--- src/rtl/acq_sched.sv ---
// acq_sched: triggered ADC frame capture into ping-pong buffers with PGA auto-ranging.
// The trigger is synchronised, divided adc_clk is generated and samples are written with peak tracking.
module acq_sched #(
  parameter int DATA_WIDTH = 12,
  parameter int BUF_SIZE = 1024,
  parameter int HI_TH = 3800,
  parameter int LO_TH = 900,
  localparam int AW = $clog2(BUF_SIZE)
) (
  input  logic                  clk,
  input  logic                  rst_n,
  input  logic                  enable,
  input  logic                  signal_in,
  input  logic [DATA_WIDTH-1:0] adc_data,
  input  logic [15:0]           div_cfg,
  input  logic                  mcu_rd_busy,
  input  logic                  ovr_clr,
  input  logic                  gain_auto_en,
  input  logic [1:0]            gain_manual,
  output logic                  adc_clk,
  output logic                  wr_en,
  output logic [AW-1:0]         wr_addr,
  output logic [DATA_WIDTH-1:0] wr_data,
  output logic                  wr_buf,
  output logic                  buf_ready,
  output logic [1:0]            gain_ctrl,
  output logic                  gain_stable,
  output logic                  overrun,
  output logic                  busy
);
  typedef enum logic [1:0] {IDLE, ARM, CAPTURE, SWAP} state_t;
  localparam logic [DATA_WIDTH-1:0] HI = DATA_WIDTH'(HI_TH);
  localparam logic [DATA_WIDTH-1:0] LO = DATA_WIDTH'(LO_TH);
  state_t r_state, w_next;
  logic [1:0] r_sync;
  logic r_prev;
  logic [2:0] r_vld;
  logic [15:0] r_n, r_cnt;
  logic [AW-1:0] r_addr;
  logic [DATA_WIDTH-1:0] r_max, r_min;
  logic r_buf, r_ovr;
  logic [1:0] r_gain, r_unch, w_gain;
  logic w_trig, w_cnt_end, w_wr, w_last, w_swap, w_start;
  logic [DATA_WIDTH-1:0] w_pp;
  // r_vld masks the edge detector until the synchroniser holds real input, so a level held across reset is not an edge
  assign w_trig = r_vld[2] & r_sync[1] & ~r_prev;
  assign w_cnt_end = r_cnt == r_n - 16'd1;
  assign w_wr = (r_state == CAPTURE) & enable & w_cnt_end;
  assign w_last = w_wr & (r_addr == AW'(BUF_SIZE - 1));
  assign w_swap = (r_state == SWAP) & enable;
  assign w_start = (r_state == ARM) & enable & w_trig;
  assign w_pp = r_max - r_min;
  assign w_gain = (w_pp > HI && r_gain != 2'd0) ? r_gain - 2'd1 :
                  (w_pp < LO && r_gain != 2'd3) ? r_gain + 2'd1 : r_gain;
  assign adc_clk = (r_state == CAPTURE) && (r_cnt < (r_n >> 1));
  assign wr_en = w_wr;
  assign wr_addr = r_addr;
  assign wr_data = w_wr ? adc_data : '0;
  assign wr_buf = r_buf;
  assign buf_ready = w_swap & ~mcu_rd_busy;
  assign gain_ctrl = r_gain;
  assign gain_stable = r_unch == 2'd2;
  assign overrun = r_ovr;
  assign busy = r_state == CAPTURE;
  always_comb begin
    w_next = r_state;
    case (r_state)
      IDLE:    w_next = ARM;
      ARM:     w_next = w_trig ? CAPTURE : ARM;
      CAPTURE: w_next = w_last ? SWAP : CAPTURE;
      default: w_next = ARM;
    endcase
    if (!enable) w_next = IDLE;
  end
  always_ff @(posedge clk or negedge rst_n) begin
    if (!rst_n) begin
      r_state <= IDLE;
      r_sync <= '0;
      r_prev <= 1'b0;
      r_vld <= '0;
      r_n <= 16'd2;
      r_cnt <= '0;
      r_addr <= '0;
      r_max <= '0;
      r_min <= '0;
      r_buf <= 1'b0;
      r_ovr <= 1'b0;
      r_gain <= '0;
      r_unch <= '0;
    end else begin
      r_state <= w_next;
      r_sync <= {r_sync[0], signal_in};
      r_prev <= r_sync[1];
      r_vld <= {r_vld[1:0], 1'b1};
      if (w_start) begin
        r_n <= (div_cfg < 16'd2) ? 16'd2 : div_cfg;
        r_cnt <= '0;
        r_addr <= '0;
        r_max <= '0;
        r_min <= '1;
      end else if (r_state == CAPTURE) begin
        r_cnt <= w_cnt_end ? 16'd0 : r_cnt + 16'd1;
      end
      if (w_wr) begin
        r_addr <= w_last ? '0 : r_addr + AW'(1);
        if (adc_data > r_max) r_max <= adc_data;
        if (adc_data < r_min) r_min <= adc_data;
      end
      if (!enable) r_addr <= '0;
      if (w_swap && !mcu_rd_busy) r_buf <= ~r_buf;
      // a new overrun wins over a simultaneous clear
      r_ovr <= (w_swap & mcu_rd_busy) | (r_ovr & ~ovr_clr);
      if (!gain_auto_en) begin
        r_gain <= gain_manual;
        r_unch <= 2'd2;
      end else if (w_swap) begin
        r_gain <= w_gain;
        r_unch <= (w_gain != r_gain) ? 2'd0 : (r_unch == 2'd2) ? 2'd2 : r_unch + 2'd1;
      end
    end
  end
endmodule

--- config.mk ---
export PLATFORM = sky130hd
export DESIGN_NAME = acq_sched
export DESIGN_NICKNAME = d
export VERILOG_FILES = /design/src/rtl/acq_sched.sv
export SDC_FILE = /design/constraint.sdc
export NUM_CORES = 1
export LEC_CHECK = 0
export BUFFER_PORTS_ARGS = -buffer_cell sky130_fd_sc_hd__buf_2
export CORE_UTILIZATION = 55
export CTS_BUF_LIST = sky130_fd_sc_hd__clkbuf_4 sky130_fd_sc_hd__clkbuf_8
export DETAILED_ROUTE_END_ITERATION = 7
export GPL_ROUTABILITY_DRIVEN = 0
export PLACE_DENSITY_LB_ADDON = 0.2
export SYNTH_ARGS = -nofsm -noshare
export SYNTH_HDL_FRONTEND = slang
export SYNTH_SLANG_ARGS = --single-unit
--- constraint.sdc ---
create_clock -name clk -period 3.5 [get_ports clk]
set_input_delay 0.175 -clock clk [delete_from_list [all_inputs] [get_ports clk]]
set_output_delay 0.175 -clock clk [all_outputs]
set_load 0.02 [all_outputs]
== Yosys cells after proc, flatten, opt, wreduce, memory -nomap -nowiden ==
Index checks and enable logic that the tools add are counted.

* Order comparisons: 6
* Bitwise gates (word level): 16
* $add $sub $neg: 7
* Reduce and logical (&&, ||, !) cells: 7
* Muxes and demuxes: 27
* Equality and inequality tests: 10

{| class="wikitable"
|+ Operators by type and width
! operator !! count
|-
| 2-to-1 mux 12 bit || 7
|-
| 2-to-1 mux 16 bit || 4
|-
| 2-to-1 mux 10 bit || 4
|-
| 2-to-1 mux 2 bit || 10
|-
| adder 16 x 1 -> 16 bit (second input constant) || 1
|-
| == test 16 bit || 1
|-
| < comparator 16 x 15 -> 1 bit || 1
|-
| < comparator 16 x 2 -> 1 bit (second input constant) || 1
|-
| subtractor 16 x 1 -> 16 bit (second input constant) || 1
|-
| > comparator 12 bit || 1
|-
| > comparator 12 bit (second input constant) || 1
|-
| < comparator 12 x 10 -> 1 bit (second input constant) || 1
|-
| < comparator 12 bit || 1
|-
| subtractor 12 bit || 1
|-
| bitwise AND 1 bit || 11
|-
| adder 10 x 1 -> 10 bit (second input constant) || 1
|-
| == test 10 bit (second input constant) || 1
|-
| == test 2 bit (second input constant) || 3
|-
| adder 2 x 1 -> 2 bit (second input constant) || 2
|-
| logical AND 1 bit || 4
|-
| inverter 1 bit || 4
|-
| case mux 2 bit (2 select lines) || 1
|-
| nonzero test 2 bit || 2
|-
| != test 3 x 1 -> 1 bit (second input constant) || 1
|-
| 8 further kinds || 8
|}

* Output and inout bits: 31
* Flip-flop bits (word level): 80
* Input port bits: 37
* Word-level logic and storage cells: 86

== Logic depth before layout (Yosys ltp) ==
Gate-level depths: netlist of run 1.

* Depth in word-level cells: 9
* Mapped depth: 13
* Mapped depth without buffers: 13

== Worst setup path after synthesis of run 1 ==
OpenSTA, ideal clock, no wires.

* Path type: register to register
* Start: register r_max[0]
* End: register r_gain[1], in the netlist gain_ctrl[1]
* Buffers on the path: 0
* Slack: 0.119 ns
* Period minus slack after synthesis: 3.381 ns
* Data required time: 3.380 ns
* Setup time: 0.120 ns
* Data arrival time: 3.261 ns
* Stages on the path, launching flop included: 13
* Path through: dfrtp_1 > inv_1 > ha_1 > inv_1 > fa_1 > a211oi_1 > o21ai_0 > a211oi_1 > a211oi_1 > a311oi_1 > or4b_2 > or3_1 > a41o_1

* Cells in the longest elaborated chain, start to end: 7
* Elaborated cells between the ends (all ways): 9
* Classes of those cells: 1 x add/sub; 2 x order compare; 4 x mux; 2 x reduce/logical

{| class="wikitable"
|+ Ends and longest elaborated chain
! element !! RTL line !! RTL
|-
| start, declared || 40 || <nowiki>logic [DATA_WIDTH-1:0] r_max, r_min;</nowiki>
|-
| start signal, assigned || 106 || <nowiki>if (adc_data > r_max) r_max <= adc_data;</nowiki>
|-
| subtractor 12 bit (*) || 52 || <nowiki>assign w_pp = r_max - r_min;</nowiki>
|-
| < comparator 12 x 10 -> 1 bit || 54 || <nowiki>(w_pp < LO && r_gain != 2'd3) ? r_gain + 2'd1 : r_gain;</nowiki>
|-
| logical AND 1 bit || 54 ||
|-
| 2-to-1 mux 2 bit || 54 ||
|-
| 2-to-1 mux 2 bit (*) || 53 || <nowiki>assign w_gain = (w_pp > HI && r_gain != 2'd0) ? r_gain - 2'd1 :</nowiki>
|-
| 2-to-1 mux 2 bit (*) || 116 || <nowiki>end else if (w_swap) begin</nowiki>
|-
| 2-to-1 mux 2 bit (*) || 113 || <nowiki>if (!gain_auto_en) begin</nowiki>
|-
| end signal, assigned || 114 || <nowiki>r_gain <= gain_manual;</nowiki>
|-
| end signal, assigned || 117 || <nowiki>r_gain <= w_gain;</nowiki>
|-
| end, declared || 42 || <nowiki>logic [1:0] r_gain, r_unch, w_gain;</nowiki>
|}

Mark *: on every way between the ends. The rest lies on a longest branch, timed or not. The select of a mux whose other input is x is not followed.
A chain may end at the register's enable or synchronous reset.

== Worst setup path in the final report of run 1 ==
* Start: register r_n[0]
* End: register r_min[10]

* Cells in the longest elaborated chain, start to end: 4

{| class="wikitable"
|+ Ends and longest elaborated chain
! element !! RTL line !! RTL
|-
| start, declared || 38 || <nowiki>logic [15:0] r_n, r_cnt;</nowiki>
|-
| start signal, assigned || 96 || <nowiki>r_n <= (div_cfg < 16'd2) ? 16'd2 : div_cfg;</nowiki>
|-
| subtractor 16 x 1 -> 16 bit || 47 || <nowiki>assign w_cnt_end = r_cnt == r_n - 16'd1;</nowiki>
|-
| == test 16 bit || 47 ||
|-
| bitwise AND 1 bit || 48 || <nowiki>assign w_wr = (r_state == CAPTURE) & enable & w_cnt_end;</nowiki>
|-
| 2-to-1 mux 12 bit || 104 || <nowiki>if (w_wr) begin</nowiki>
|-
| end signal, assigned || 107 || <nowiki>if (adc_data < r_min) r_min <= adc_data;</nowiki>
|-
| end, declared || 40 ||
|}

Every way passes these cells.

==> out/results.txt, run 1 <==
launch point of the worst path: r_n[0]
clock skew after layout: 0.01481 ns
H-tree depth: 3
share of synthesized registers carrying an async set or reset: 100.0%
Clock Path Buffers: 2
type of element capturing the critical path: flip-flop
final core utilization: 65.34%
Pins Over Slew Limit: 0
path class of the lowest-slack min-delay path: primary input to async pin
total number of vias: 5210
category of the critical setup timing path: flip-flop to flip-flop
post-synthesis share of cell area spent on full adders, half adders and majority gates: 12.70%
FF-to-FF Start: r_n[0]
setup violation total in the final timing report: 0
hold violation total from the final report: 10
crit path max-delay cell type: or4_4
max_cap viols: 0
multiplexer area fraction after synthesis: 3.367%
ratio of total power to cell area: 365.3 nW/um2
fill cell total of the finished layout: 858
worst setup slack after placement: -0.1183 ns
instance count of the mapped netlist: 672
antenna viol nets, final: 0
routed length on met2: 7.364 mm
Synthesis Warnings: 0
violations in the final reports: hold timing
Peak Freq: 0.2909 GHz
global-route wire length before repair: 24.41 mm
area fraction in and, or, nand and nor cells after synthesis: 20.97%
number of antenna violations at the first check in global routing: 0
number of different library cells in the post-synthesis netlist: 66
EDFF count, synth: 0
Root Driver: clkbuf_8
Post-layout nets: 847
detailed-route wire length on metal 1: 6.204 mm
pin count of the biggest net entering global routing: 81
HPWL after detailed placement: 10.90 mm
Final Critical Period: 3.438 ns
All-Layer GR Usage: 27.28%
ratio of cells with drive above 1 in the final layout: 17.86%
nature of the critical path startpoint: flip-flop
transition time at the pin with the least slew margin: 1.010 ns
vias in the first global route: 5136
crit share post-route: 98.23%
Die Height: 105.3 um
peak ir drop on the vdd network: 0.2996 mV
setup repair after global routing missed its margin: yes
crit-path max FO: 6
post-route worst hold slack: -0.02925 ns
Std-Cell Rows: 37
Fin Setup TNS: 0 ns
Compound-Gate Fraction of Synth Area: 18.45%
clock sink total: 80
area added between synthesis and finish: 14.87%
outcome: finished, violations left
slew margin rel.: 32.66%
met3 wire length: 607 um
synthesis-stage register bit count: 80
area share of xor/xnor cells in the synthesized design: 4.475%
count of port buffers added during placement: 67
most common library cell in the layout ignoring fill and taps: dfrtp_1
Worst Setup Slack, final: 0.06200 ns
number of antenna diodes: 0
DR iter-0 viols: 307
DRC violation count after routing: 0
per-cell routed wire length: 16.29 um
leakage component of the power: 3.398 nW
Worst-path clk slew: 0.09 ns
TritonCTS clock tree: built
data arrival time of the critical path: 3.68 ns
cell family with most CP delay: simple AND/OR/NAND/NOR gates
highest cell delay on the worst timing path: 0.68 ns
overflow left after global routing: 0
standard cell core area: 10320 um2
starting density of the core: 56.88%
DP Cell Count: 872
total wire length: 14.53 mm
Buf/Inv on CP: 1
Finished Layout Cells: 892
Chip Width: 105.3 um
detailed-route vias per instance: 5.841
Clk Latency, worst-skew pair: 0.35 ns
cell mode on critical path: or4_4
main combinational cell family by area after synthesis: simple AND/OR/NAND/NOR gates
die area: 11090 um2
first drt pass iteration count: 4
Post-synth top flop: dfrtp_1
boundary pin count: 68
most used cells in the layout excluding fill and tap cells: dfrtp_1 (79), nand2_1 (77), buf_2 (66), o21ai_0 (64), ha_1 (58)
number of nets produced by synthesis: 768
highest routed layer: met4
cell area after synthesis: 5872 um2
cell chain of the critical path: or4_4 -> buf_4 -> o31a_2 -> o21ai_0 -> a31oi_1 -> a2111oi_2 -> nand3_1 -> or4_4 -> mux2_4
share of synthesized area occupied by flip-flops and latches: 34.11%
synthesized area divided by synthesized cell count: 8.738 um2
worst endpoint required time: 3.74 ns
total CTS buffers: 9
## routing by layer
layer	vias up	global-route usage (%)
met3	33	4.143
met2	127	47.65
li1	2556	-
met5	-	0
met4	0	8.954
met1	2494	34.46
## sequential cells by signal, indices dropped and copies added (netlist names)
register,cells
gain_ctrl,2
overrun,1
r_cnt,16
r_n,16
r_sync,2
wr_addr,10
r_max,12
r_prev,1
r_state,2
r_unch,2
r_vld,3
r_min,12
wr_buf,1
## worst paths after layout
kind	slack [ns]	depth (start not counted)	end
max in group asynchronous	2.87	1	r_n[10]
worst max register to register	0.06	9	r_min[10]
worst min register to register	0.35	0	r_vld[1]
worst max-delay path	0.06	9	r_min[10]
worst min-delay path	-0.03	1	gain_ctrl[0]
min in group clk	0.04	3	r_n[6]
## Yosys cell counts (6+ instances only)
master,instances,area share [%]
nor4_1,7,0.75
mux2_4,9,2.3
a22o_1,7,1.0
a21oi_1,20,1.7
dfrtp_1,79,34
a21o_1,21,2.7
nand2b_1,7,0.75
nor2b_1,12,1.3
ha_1,58,12
o21ai_0,64,5.5
and3_1,33,3.5
nor3_1,11,0.94
a211oi_1,10,1.3
o21a_1,8,1.0
nand4_1,12,1.3
clkbuf_1,16,1.0
nand3_1,24,2.0
xnor2_1,19,2.8
inv_1,55,3.5
xor2_1,11,1.6
nor2_1,30,1.9
nand2_1,77,4.9
o211ai_1,7,0.89
nor4b_1,6,0.89
## worst reg2reg max path: stages (launching register included)
cell and delay, ns:
dfrtp_1 0.40, or4_4 0.55, buf_4 0.18, o31a_2 0.29, o21ai_0 0.17, a31oi_1 0.15
a2111oi_2 0.36, nand3_1 0.22, or4_4 0.68, mux2_4 0.33
## where the power goes
part	switching (mW)	internal, mW	leakage (nW)
clock network	0.375	0.488	0.121
logic	0.298	0.225	2.29
registers	0.0818	0.997	0.992
## area by class of cell
cell class,instances,area [um2],share of cell area (%)
Timing Repair Buffer,90,515.5,7.642
Sequential cell,80,2003,29.70
Clock buffer,10,131.4,1.948
Tap cell,136,170.2,2.523
Inverter,56,210.2,3.116
Multi-Input combinational cell,514,3600,53.37
Clock inverter,6,115.1,1.707
## kinds of logic after synthesis
logic type | Yosys count
and+or+nand+nor | 239
xor gates and xnor gates | 30
other | 1
buffers and inverters | 79
DFF | 80
adders and majority gates | 59
AOI/OAI and AO/OA | 169
muxes | 15
## stage by stage
| stage | cell area [um2] | power (mW) |
|---|---|---|
| 2_1_floorplan | 5872 | 1.420 |
| 3_3_place_gp | 6396 | 1.559 |
| 3_5_place_dp | 6396 | 1.586 |
| 4_1_cts | 6680 | 2.450 |
| 5_1_grt | 6745 | 2.593 |
| 6_report | 6745 | 2.464 |
## timing repair
item,4_1_cts,5_1_grt
gates resized for setup,3,9
hold endpoints to repair,2,0
pin swaps,0,4
endpoints found under the setup margin,19,23
buffers inserted,0,1
cloned,0,1
hold buffers,2,0
Note: power is estimated with default switching activity, not from simulation.
==> run 2: changes to the inputs <==
--- a/config.mk
+++ b/config.mk
@@ -10,6 +10,7 @@
 export CTS_BUF_LIST = sky130_fd_sc_hd__clkbuf_4 sky130_fd_sc_hd__clkbuf_8
 export DETAILED_ROUTE_END_ITERATION = 7
 export GPL_ROUTABILITY_DRIVEN = 0
+export GPL_TIMING_DRIVEN = 0
 export PLACE_DENSITY_LB_ADDON = 0.2
 export SYNTH_ARGS = -nofsm -noshare
 export SYNTH_HDL_FRONTEND = slang
==> run 2 against run 1 <==
Effect of this change: the flow now finishes without violations; die area did not move; cell area rose by 3.2%; non-clock buffer count rose by 17; clock power fell by 7.8%; critical path depth rose by 4; utilization rose by 2.1 points; via count rose by 2.2%; count of clock-buffer cells in the layout rose by 1; critical path type unchanged.
==> out/results.txt, run 2 (synthesis gave the netlist of run 1 again) <==
outcome: complete, no violations
DR iter-0 viols: 306
nature of the critical path startpoint: flip-flop
total CTS buffers: 9
Post-Layout Inst Area: 6964 um2
pin count of the biggest net entering global routing: 46
Std-Cell Rows: 37
Peak Freq: 0.2867 GHz
ratio of cells with drive above 1 in the final layout: 19.17%
Die Height: 105.3 um
path class of the lowest-slack min-delay path: primary input to flip-flop
highest cell delay on the worst timing path: 0.63 ns
All-Layer GR Usage: 29.27%
Clock Path Buffers: 2
Post-layout nets: 863
clock sink total: 80
number of antenna violations at the first check in global routing: 0
Buf/Inv on CP: 4
Fin Setup TNS: 0 ns
worst endpoint required time: 3.75 ns
max_cap viols: 0
ratio of total power to cell area: 352.0 nW/um2
data arrival time of the critical path: 3.74 ns
most used cells in the layout excluding fill and tap cells: dfrtp_1 (78), nand2_1 (77), buf_2 (65), o21ai_0 (63), ha_1 (57)
first drt pass iteration count: 5
cell chain of the critical path: buf_4 -> inv_1 -> ha_4 -> nor4b_4 -> buf_4 -> nand4_1 -> mux2i_1 -> mux2i_1 -> o22ai_2 -> nand3_2 -> or4_4 -> buf_12 -> mux2_4
setup violation total in the final timing report: 0
peak ir drop on the vdd network: 0.2473 mV
endpoint with the worst hold slack: r_n[6]
Chip Width: 105.3 um
H-tree depth: 3
crit share post-route: 99.67%
destination of the worst register-to-register timing path: r_min[10]
boundary pin count: 68
FF-to-FF setup slack: 0.01 ns
total wire length: 15.53 mm
global-route wire length before repair: 25.72 mm
overflow left after global routing: 0
setup repair after global routing missed its margin: yes
crit-path max FO: 5
post-place instance area: 6402 um2
type of element capturing the critical path: flip-flop
most common library cell in the layout ignoring fill and taps: dfrtp_1
Pins Over Slew Limit: 0
HPWL after detailed placement: 11.26 mm
crit path max-delay cell type: or4_4
origin of the worst min-delay path: div_cfg[6]
category of the critical setup timing path: flip-flop to flip-flop
DRC violation count after routing: 0
clock skew after layout: 0.01086 ns
Min-Delay Path Depth: 3
Final Critical Period: 3.489 ns
r2r worst-path depth: 13
vias in the first global route: 5451
number of antenna diodes: 0
standard cell core area: 10320 um2
hold violation total from the final report: 0
per-cell routed wire length: 17.11 um
total number of vias: 5326
transition time at the pin with the least slew margin: 0.6429 ns
Worst-path clk slew: 0.09 ns
die area: 11090 um2
FF-to-FF Start: r_n[1]
starting density of the core: 56.88%
area added between synthesis and finish: 18.60%
count of port buffers added during placement: 66
TritonCTS clock tree: built
Root Driver: clkbuf_8
largest registers: r_cnt (16), r_n (16)
antenna viol nets, final: 0
cell family with most CP delay: simple AND/OR/NAND/NOR gates
Clk Latency, worst-skew pair: 0.36 ns
leakage component of the power: 3.451 nW
slew margin rel.: 57.14%
detailed-route vias per instance: 5.866
[run 2: changes by cell type in the layout (fill, tap and decap cells not counted), moves of 3 or more]
cell and change:
clkbuf_1 +11, buf_4 -6, clkbuf_8 +3, buf_6 +4
[run 2: final cells by class]
cell class	instances	area (um2)
Multi-Input combinational cell	513	3667
Fill cell	833	3359
Sequential cell	80	2004
Timing Repair Buffer	87	548.0
Inverter	56	210.2
Tap cell	136	170.2
Clock buffer	11	145.1
Buffer	20	138.9
Clock inverter	5	80.08
[run 2: tightest hold or removal path, stage by stage]
cell     delay, ns
buf_2         0.09
nand2_1       0.04
o21ai_0       0.06
[run 2: power breakdown]
| group | switching (mW) | total (mW) | internal (mW) |
|---|---|---|---|
| Clock | 0.367 | 0.795 | 0.428 |
| Combinational | 0.329 | 0.578 | 0.249 |
| Sequential | 0.0806 | 1.08 | 0.997 |
[run 2: metrics by stage]
stage / utilization, % / hold WS, ns / std cells / setup WS (ns) / power, mW
after global routing: 67.46 / 0.04625 / 908 / -0.1304 / 2.563
after CTS: 66.66 / 0.03349 / 906 / -0.1614 / 2.425
after detailed placement: 62.02 / 0.1852 / 875 / -0.5681 / 1.584
final: 67.46 / 0.03723 / 908 / 0.01144 / 2.451
after floorplan: - / -0.1206 / 672 / 0.1188 / 1.420
after global placement: 61.73 / 0.2824 / 874 / -0.4233 / 1.550
[run 2: metal layers]
metal / routed length, um / vias to the layer above / track usage, %
met3: 513 / 32 / 3.711
li1: - / 2583 / -
met4: 451 / 0 / 12.68
met2: 8029 / 115 / 52.87
met5: 0 / - / 0
met1: 6540 / 2596 / 34.74
[run 2: how the worst max path moves through the flow]
stage / start / to / cells past startpoint
2_1_floorplan: r_max[0] / gain_ctrl[1] / 12
6_report: r_n[1] / r_min[10] / 13
5_1_grt: r_n[1] / r_min[8] / 13
3_3_place_gp: r_n[0] / r_min[2] / 11
3_5_place_dp: r_n[0] / wr_data[1] / 12
4_1_cts: r_n[1] / r_min[10] / 10
[run 2: what timing repair did]
action	in CTS	in global routing
resized for setup	28	17
gates cloned	1	0
hold buffers	3	0
buffers inserted	12	4
endpoints found under the setup margin	63	46
hold endpoints to repair	36	0
pin swaps	6	11
==> run 3: changes to the inputs <==
--- a/config.mk
+++ b/config.mk
@@ -6,7 +6,7 @@
 export NUM_CORES = 1
 export LEC_CHECK = 0
 export BUFFER_PORTS_ARGS = -buffer_cell sky130_fd_sc_hd__buf_2
-export CORE_UTILIZATION = 55
+export CORE_UTILIZATION = 61
 export CTS_BUF_LIST = sky130_fd_sc_hd__clkbuf_4 sky130_fd_sc_hd__clkbuf_8
 export DETAILED_ROUTE_END_ITERATION = 7
 export GPL_ROUTABILITY_DRIVEN = 0
==> constraint.sdc (replaced) <==
create_clock -name clk -period 4 [get_ports clk]
set_input_delay 0.2 -clock clk [delete_from_list [all_inputs] [get_ports clk]]
set_output_delay 0.2 -clock clk [all_outputs]
set_load 0.02 [all_outputs]
==> run 3 against run 2 <==
Effect of this change: routed wire length down 8.6%; via count down 0.69%; clock skew down 0.0053 ns; count of clock-buffer cells in the layout down 1; utilization up 3.9 points; sequential power down 12%; critical path depth down 3; power down 19%; sequential share of layout area up 1.4 points; flip-flop and latch count unchanged; cell area down 4.8%; clock power down 24%; largest cell class unchanged; highest routed layer unchanged.
==> out/results.txt, run 3 (synthesis gave the netlist of run 1 again) <==
Worst-path clk slew: 0.08 ns
total number of vias: 5289
die area: 10020 um2
boundary pin count: 68
outcome: complete, no violations
HPWL after detailed placement: 10.73 mm
setup repair after global routing missed its margin: no
first drt pass iteration count: 5
max_cap viols: 0
worst setup slack after placement: 0.002705 ns
worst endpoint required time: 4.25 ns
total CTS buffers: 9
fill cell total of the finished layout: 738
All-Layer GR Usage: 29.69%
Worst Setup Slack, final: 0.1938 ns
Pins Over Slew Limit: 0
Fin Setup TNS: 0 ns
peak ir drop on the vdd network: 0.2782 mV
TritonCTS clock tree: built
vias in the first global route: 5212
number of antenna violations at the first check in global routing: 0
H-tree depth: 3
global-route wire length before repair: 23.20 mm
leakage component of the power: 3.336 nW
nature of the critical path startpoint: flip-flop
most common library cell in the layout ignoring fill and taps: dfrtp_1
Peak Freq: 0.2627 GHz
Final Critical Period: 3.806 ns
crit share post-route: 95.16%
antenna viol nets, final: 0
setup violation total in the final timing report: 0
DR iter-0 viols: 245
count of port buffers added during placement: 66
number of antenna diodes: 0
final core utilization: 71.39%
area added between synthesis and finish: 12.87%
detailed-route vias per instance: 5.963
Post-Layout Inst Area: 6628 um2
type of element capturing the critical path: flip-flop
highest cell delay on the worst timing path: 0.59 ns
post-place instance area: 6394 um2
DRC violation count after routing: 0
most used cells in the layout excluding fill and tap cells: dfrtp_1 (79), nand2_1 (77), buf_2 (65), o21ai_0 (64), ha_1 (58)
hold violation total from the final report: 0
total wire length: 14.20 mm
slew margin rel.: 52.99%
standard cell core area: 9284 um2
cell family with most CP delay: simple AND/OR/NAND/NOR gates
overflow left after global routing: 0
crit-path max FO: 10
clock sink total: 80
Chip Width: 100.1 um
Die Height: 100.1 um
crit path max-delay cell type: or4_4
cell chain of the critical path: or4_1 -> clkbuf_2 -> or3_1 -> o311ai_1 -> o211ai_1 -> a2111oi_1 -> nand3_1 -> or4_4 -> buf_6 -> mux2_4
starting density of the core: 63.25%
pin count of the biggest net entering global routing: 63
Clk Latency, worst-skew pair: 0.36 ns
path class of the lowest-slack min-delay path: primary input to flip-flop
category of the critical setup timing path: flip-flop to flip-flop
data arrival time of the critical path: 4.06 ns
per-cell routed wire length: 16.01 um
Clock Path Buffers: 2
ratio of cells with drive above 1 in the final layout: 15.30%
transition time at the pin with the least slew margin: 0.7052 ns
Std-Cell Rows: 35
Root Driver: clkbuf_8
largest registers: r_cnt (16), r_n (16)
Buf/Inv on CP: 2
clock skew after layout: 0.005519 ns
Post-layout nets: 849
ratio of total power to cell area: 299.2 nW/um2
==> run 3: layout make-up <==
class | count | area (um2) | area share, %
sequential | 80 | 2003 | 30.22
buffer | 22 | 133.9 | 2.020
clock buffer | 10 | 131.4 | 1.982
clock inverter | 6 | 60.06 | 0.9062
multi-input combinational | 513 | 3532 | 53.29
timing repair buffer | 71 | 395.4 | 5.966
tap | 129 | 161.4 | 2.435
inverter | 56 | 210.2 | 3.172
==> run 3: through the flow <==
stage | instances | total power, mW | hold WS (ns)
3_5_place_dp | 868 | 1.384 | 0.09667
5_1_grt | 887 | 2.081 | 0.05260
4_1_cts | 886 | 1.983 | 0.02932
2_1_floorplan | 672 | 1.242 | -0.09559
3_3_place_gp | 867 | 1.352 | 0.3084
6_report | 887 | 1.983 | 0.03213
==> run 3: worst paths after layout <==
kind | startpoint | to | slack [ns] | cells past startpoint
max | r_n[2] | r_min[3] | 0.19 | 10
min | ovr_clr | overrun | 0.03 | 2
max reg2reg | r_n[2] | r_min[3] | 0.19 | 10
min reg2reg | r_vld[0] | r_vld[1] | 0.35 | 0
max in group asynchronous | rst_n | r_n[1] | 3.11 | 3
min in group asynchronous | rst_n | overrun | 0.26 | 2
==> run 3: what timing repair did <==
item,in CTS,in global routing
hold buffers,2,0
endpoints found under the hold margin,19,0
setup buffers,0,2
pin swaps,0,1
setup endpoints to repair,20,24
resized for setup,2,5
==> run 3: report_power, final <==
part           internal, mW  switching, mW
sequential            0.872         0.0741
combinational         0.188          0.245
clock                 0.292          0.311
==> run 3: metal layers <==
layer / GRT usage, % / vias to the layer above / part of all wire, %
li1: - / 2561 / -
met1: 34.33 / 2526 / 41
met2: 53.32 / 160 / 51
met3: 5.014 / 42 / 4.7
met4: 14.60 / 0 / 3.4
met5: 0 / - / 0
